==> config.mk <==
export PLATFORM = sky130hd
export DESIGN_NAME = sd_adc_decimator
export DESIGN_NICKNAME = d
export VERILOG_FILES = /design/src/rtl/sd_adc_decimator.sv
export SDC_FILE = /design/constraint.sdc
export NUM_CORES = 2
export LEC_CHECK = 0
export CORE_MARGIN = 3
export CORE_UTILIZATION = 30
export CTS_CLUSTER_DIAMETER = 50
export DETAILED_ROUTE_END_ITERATION = 12
export SYNTH_ARGS = -nofsm -noshare
export SYNTH_HDL_FRONTEND = slang
export SYNTH_SLANG_ARGS = --single-unit
==> constraint.sdc <==
create_clock -name clk -period 17.8 [get_ports clk]
set_clock_uncertainty 0.15 [all_clocks]
set_input_delay 4.45 -clock clk [delete_from_list [all_inputs] [get_ports clk]]
set_output_delay 4.45 -clock clk [all_outputs]
set_load 0.05 [all_outputs]
==> src/rtl/sd_adc_decimator.sv <==
// rtl/sd_adc_decimator.sv - multi-channel sigma-delta modulator clock, bitstream sampler and CIC3 decimator
// Optional feature: define SD_DECIM_SETTLE_MASK_EN to hide the first two CIC outputs after any restart.
module sd_adc_decimator #(
  parameter int NUM_CH   = 4,
  parameter int OSR_LOG2 = 8,
  parameter int CLK_DIV  = 4,
  parameter int OUT_W    = 16
) (
  input  logic                    clk,
  input  logic                    rst,
  input  logic                    enable,
  input  logic [NUM_CH-1:0]       ch_en,
  input  logic [NUM_CH-1:0]       adc_data_in,
  output logic [NUM_CH-1:0]       adc_clk_out,
  output logic [NUM_CH*OUT_W-1:0] ch_data,
  output logic [NUM_CH-1:0]       data_valid
);

  localparam int W     = 3 * OSR_LOG2 + 1;
  localparam int DIV_W = (CLK_DIV > 2) ? $clog2(CLK_DIV) : 1;

  logic [DIV_W-1:0]    div_cnt;
  logic [DIV_W-1:0]    div_next;
  logic [OSR_LOG2-1:0] dec_cnt;
  logic                adc_clk_q;
  logic                strobe;
  logic                dec_strobe;
  logic                comb_go;

  // Next divider value; held at zero while the converter is stopped
  always_comb begin
    div_next = '0;
    if (enable && div_cnt != DIV_W'(CLK_DIV - 1)) begin
      div_next = div_cnt + DIV_W'(1);
    end
  end

  assign strobe     = enable && (div_cnt == DIV_W'(CLK_DIV - 1));
  assign dec_strobe = strobe && (&dec_cnt);

  // Divider and modulator clock; the clock register tracks the divider phase it will show next cycle
  always_ff @(posedge clk) begin
    if (rst) begin
      div_cnt   <= '0;
      adc_clk_q <= 1'b0;
    end else begin
      div_cnt   <= div_next;
      adc_clk_q <= enable && (div_next < DIV_W'(CLK_DIV / 2));
    end
  end

  // Decimation phase, counting modulator samples; OSR is a power of two so it wraps on its own
  always_ff @(posedge clk) begin
    if (rst || !enable) begin
      dec_cnt <= '0;
    end else if (strobe) begin
      dec_cnt <= dec_cnt + OSR_LOG2'(1);
    end
  end

  // Comb stage runs the cycle after the last integrating strobe of a decimation period
  always_ff @(posedge clk) begin
    if (rst) begin
      comb_go <= 1'b0;
    end else begin
      comb_go <= dec_strobe;
    end
  end

  assign adc_clk_out = {NUM_CH{adc_clk_q}};

  for (genvar g = 0; g < NUM_CH; g++) begin : g_ch
    logic [W-1:0]     i1, i2, i3;
    logic [W-1:0]     d1, d2, d3;
    logic [W-1:0]     i1_n, i2_n, i3_n;
    logic [W-1:0]     c1, c2, c3;
    logic [OUT_W-1:0] mant;
    logic [OUT_W-1:0] sample;
    logic [OUT_W-1:0] data_q;
    logic             valid_q;
    logic             run;
    logic             settled;

    assign run = enable && ch_en[g];

    // Integrator chain and comb chain, all modulo 2^W
    always_comb begin
      i1_n = i1 + {{(W-1){1'b0}}, adc_data_in[g]};
      i2_n = i2 + i1_n;
      i3_n = i3 + i2_n;
      c1   = i3 - d1;
      c2   = c1 - d2;
      c3   = c2 - d3;
    end

    // Top OUT_W bits below the MSB; narrow filters are zero-padded on the right
    if (W - 1 >= OUT_W) begin : g_wide
      assign mant = c3[W-2 -: OUT_W];
    end else begin : g_narrow
      assign mant = {c3[W-2:0], {(OUT_W-W+1){1'b0}}};
    end

    // Full-scale input lands exactly on 2^(W-1), which would otherwise read as zero
    assign sample = c3[W-1] ? {OUT_W{1'b1}} : mant;

    // Integrators advance on each modulator sample strobe
    always_ff @(posedge clk) begin
      if (rst || !run) begin
        i1 <= '0;
        i2 <= '0;
        i3 <= '0;
      end else if (strobe) begin
        i1 <= i1_n;
        i2 <= i2_n;
        i3 <= i3_n;
      end
    end

    // Comb delays advance once per decimated sample
    always_ff @(posedge clk) begin
      if (rst || !run) begin
        d1 <= '0;
        d2 <= '0;
        d3 <= '0;
      end else if (comb_go) begin
        d1 <= i3;
        d2 <= c1;
        d3 <= c2;
      end
    end

`ifdef SD_DECIM_SETTLE_MASK_EN
    logic [1:0] settle;

    // Counts decimations since restart, saturating once the comb delays hold real history
    always_ff @(posedge clk) begin
      if (rst || !run) begin
        settle <= 2'd0;
      end else if (comb_go && settle != 2'd2) begin
        settle <= settle + 2'd1;
      end
    end

    assign settled = (settle == 2'd2);
`else
    assign settled = 1'b1;
`endif

    // Output register: one-cycle valid, sample held between decimations
    always_ff @(posedge clk) begin
      if (rst) begin
        data_q  <= '0;
        valid_q <= 1'b0;
      end else begin
        valid_q <= 1'b0;
        if (run && comb_go && settled) begin
          valid_q <= 1'b1;
          data_q  <= sample;
        end
      end
    end

    assign ch_data[g*OUT_W +: OUT_W] = data_q;
    assign data_valid[g]             = valid_q;
  end

endmodule

==> reports/results.ini <==
[die]
rows = 144
io_pins = 83
die_area_um2 = 162000
core_area_um2 = 155000
fp.dieH_um = 403
die_w_um = 403
initial_core_util_pct = 30.4

[timing]
period_needed_ns = 10.22
final_hold_viol_count = 0
setup_viol_count_final = 0
max_slew.worst_pin.slew_ns = 1.00
fin_crit_sh_pct = 57.4
rsz0062_at_grt = false
maxSlewViolCount = 0
max_freq_ghz = 0.0978
maxSlewHeadroom_pct = 33.2
setup_tns_ns = 0

[layout]
instances_no_fill = 8020
drive_above_1_share_pct = 4.67
final_nets = 6398
areaGrowthSynthToFinish_pct = 13.5
final_util_pct = 34.5

[grt]
grtUsageTotal_pct = 12.3
grt_pass1_vias = 37000
grt_max_degree = 169
antenna_found_initial = 3
overflow = 0
grt_pass1_wl_um = 175000

[synth]
synth_edf_count = 0
synth_cell_types = 93
synth.avg_cell_area_um2 = 8.02
synth_compound_area_share_pct = 18.8
synthMuxAreaShare_pct = 5.55
ys_ff_latch = 680
yosys_warnings = 0
ys_async_sr_fraction_pct = 0
yosys.area_share.xor_xnor_pct = 10.5
synthAdderAreaFrac_pct = 13.6
synth_nets = 6403
seq_area_frac_synth_pct = 28.8
synth_flop_cell = dfxtp_1
syn_inst = 5890
synth_top_family_by_area = compound AO/OA/AOI/OAI gates
synth_area_um2 = 47200
yosys.area_share.simple_pct = 17.6

[detailed_routing]
avgViaCountPerCell = 4.84
first_pass_iters = 5
vias = 38800
detail-route-antenna-nets = 0
routed_wl_um = 103000
drt_iter0_drc = 1711
wl_per_cell_um = 12.8
drcViolationCount = 0

[power_and_ir_drop]
p_leak_nw = 20.7
combinationalPowerShare_pct = 3.5
netSwitchingFraction_pct = 24.6
cellInternalPower_mw = 2.83
fin_total_pwr_mw = 3.75
p_seq_share_pct = 40.6
power.switching_mw = 0.923
pwr-share-clk_pct = 55.9
power.density_nw_per_um2 = 70.0
max-vdd-ir-drop_uv = 78.3

[clock_network]
cts_tree = done
numCtsBuffers = 103
clkSinkCount = 680
clkTransAtPathRegs_ns = 0.06
cts_htree_levels = 3
ctsHoldBuffers = 0
cts_setup_buffers = 0
root_buffer = clkbuf_16
cts_resized = 0
clk_latency_ns = 0.71
clock_path_buffers = 3

[worst_setup_path]
required_ns = 18.26
arrival_ns = 10.68
crit_fanout = 6
worstSetupEndpointType = flop
crit_path_start_kind = input pin
critPathKind = input pin to flop

[placed_design]
dp_hpwl_um = 72000
dp.cells = 7824
numPortBuffers = 82
gp_congestion = 0.824

[hold_path]
min_path_type = flop to flop

[run_status]
status = finished clean

[flow_run]
maxCapViolCount = 0

-- registers in the layout (all words and copies together), names as in the netlist --
name,cells
dec_cnt,8
adc_clk_q,1
comb_go,1
g_ch.d2,100
g_ch.valid_q,4
g_ch.i1,100
g_ch.d1,100
g_ch.i2,100
g_ch.data_q,64
g_ch.d3,100
div_cnt,2
g_ch.i3,100
-- cells in the final DEF, fill, tap and decap left out, types with 17 or more instances in the layout --
cell type          n
dfxtp_1          679
nor2_1           658
nand2_1          598
a21oi_1          555
ha_1             486
inv_1            409
xnor2_1          329
mux2i_1          258
xor2_1           221
o21ai_0          207
a21o_1           149
nand3_1          113
clkbuf_16        103
nor3_1            99
clkdlybuf4s50_1   82
o21a_1            80
a211oi_1          76
nor2b_1           71
and3_1            61
o21bai_1          59
or3_1             59
a31oi_1           54
nand2b_1          38
nand4_1           33
and2_1            28
o211ai_1          24
buf_4             21
o31ai_1           19
clkinv_4          19
inv_6             18
a21boi_0          17
a2bb2oi_1         17
o32a_1            17
-- metal layers --
layer | part of all wire [%] | vias to the layer above | GRT usage, %
met5 | 0 | - | 0
met4 | 2.3 | 0 | 3.34
met3 | 3.2 | 174 | 2.00
met2 | 45 | 461 | 20.8
met1 | 49 | 17700 | 16.1
li1 | - | 20500 | -
-- synth_stat cells, drive strengths merged, types with 100 or more instances --
library cell  instances  area, um^2
o21ai               214        1070
a21o                149        1120
ha                  486        6080
nand3               114         576
mux2i               259        2600
dfxtp               680       13600
inv                 412        1550
a21oi               556        2790
clkbuf              176         661
xnor2               331        2930
nand2               603        2260
xor2                221        1940
nor3                100         505
nor2                658        2470
-- logic make-up (layout without fill, tap and decap cells) --
family / Yosys count / in the layout
muxes: 261 / 261
DFF: 680 / 680
buffers and inverters: 628 / 712
AOI/OAI and AO/OA: 1410 / 1410
adders and majority gates: 502 / 502
and+or+nand+nor: 1852 / 1852
xor gates and xnor gates: 557 / 557
other: 0 / 2
-- stage by stage --
stage	cell area [um^2]	worst slack, ns	hold slack (ns)
after detailed placement	50000	6.87	0.272
after CTS	53600	7.62	0.281
after global placement	50000	6.83	0.271
after floorplan	47200	8.07	0.258
after global routing	53600	7.00	0.291
final	53600	7.58	0.280
-- cell type report --
cell class	count	area, um^2
Fill cell	16000	102000
Multi-Input combinational cell	4582	31200
Sequential cell	680	13600
Clock buffer	118	2750
Tap cell	2044	2560
Inverter	413	1550
Timing Repair Buffer	105	1020
Clock inverter	76	863
Antenna cell	2	5.00
-- worst max-delay path, stage by stage --
cell	delay, ns
clkdlybuf4s50_1	0.57
ha_1	0.24
ha_1	0.23
nand3_1	0.20
nor4_1	0.54
and3_1	0.33
xor2_1	0.17
ha_1	0.29
and2_1	0.17
a221o_1	0.34
o31ai_1	0.50
nor2_1	0.08
nor2_1	0.16
o21bai_1	0.08
a21oi_1	0.18
xnor2_1	0.16
ha_1	0.32
a21oi_1	0.20
nand2_1	0.07
a21oi_1	0.16
o21bai_1	0.08
a21oi_1	0.15
o21ai_0	0.11
a31oi_1	0.18
xor2_1	0.19
xnor2_1	0.09
or3_1	0.31
a21oi_1	0.13
-- worst paths after layout --
path / start / endpoint / slack [ns] / depth (start not counted)
worst min-delay path: div_cnt[0]$_SDFF_PP0_ / div_cnt[0]$_SDFF_PP0_ / 0.28 / 1
worst max-delay path: adc_data_in[0] / g_ch[0].i3[24]$_SDFFE_PP0P_ / 7.58 / 28
worst min register to register: div_cnt[0]$_SDFF_PP0_ / div_cnt[0]$_SDFF_PP0_ / 0.28 / 1
worst max register to register: g_ch[1].i3[1]$_SDFFE_PP0P_ / g_ch[1].data_q[15]$_SDFFE_PP0P_ / 10.51 / 26
-- power groups by stage --
stage / combinational [mW] / clock (mW) / sequential, mW
2_1_floorplan: 0.0991 / 0 / 1.56
3_3_place_gp: 0.130 / 0 / 1.56
3_5_place_dp: 0.131 / 0 / 1.56
4_1_cts: 0.132 / 2.17 / 1.52
5_1_grt: 0.145 / 2.23 / 1.52
6_report: 0.131 / 2.10 / 1.52
(Power assumes the default switching activity.)
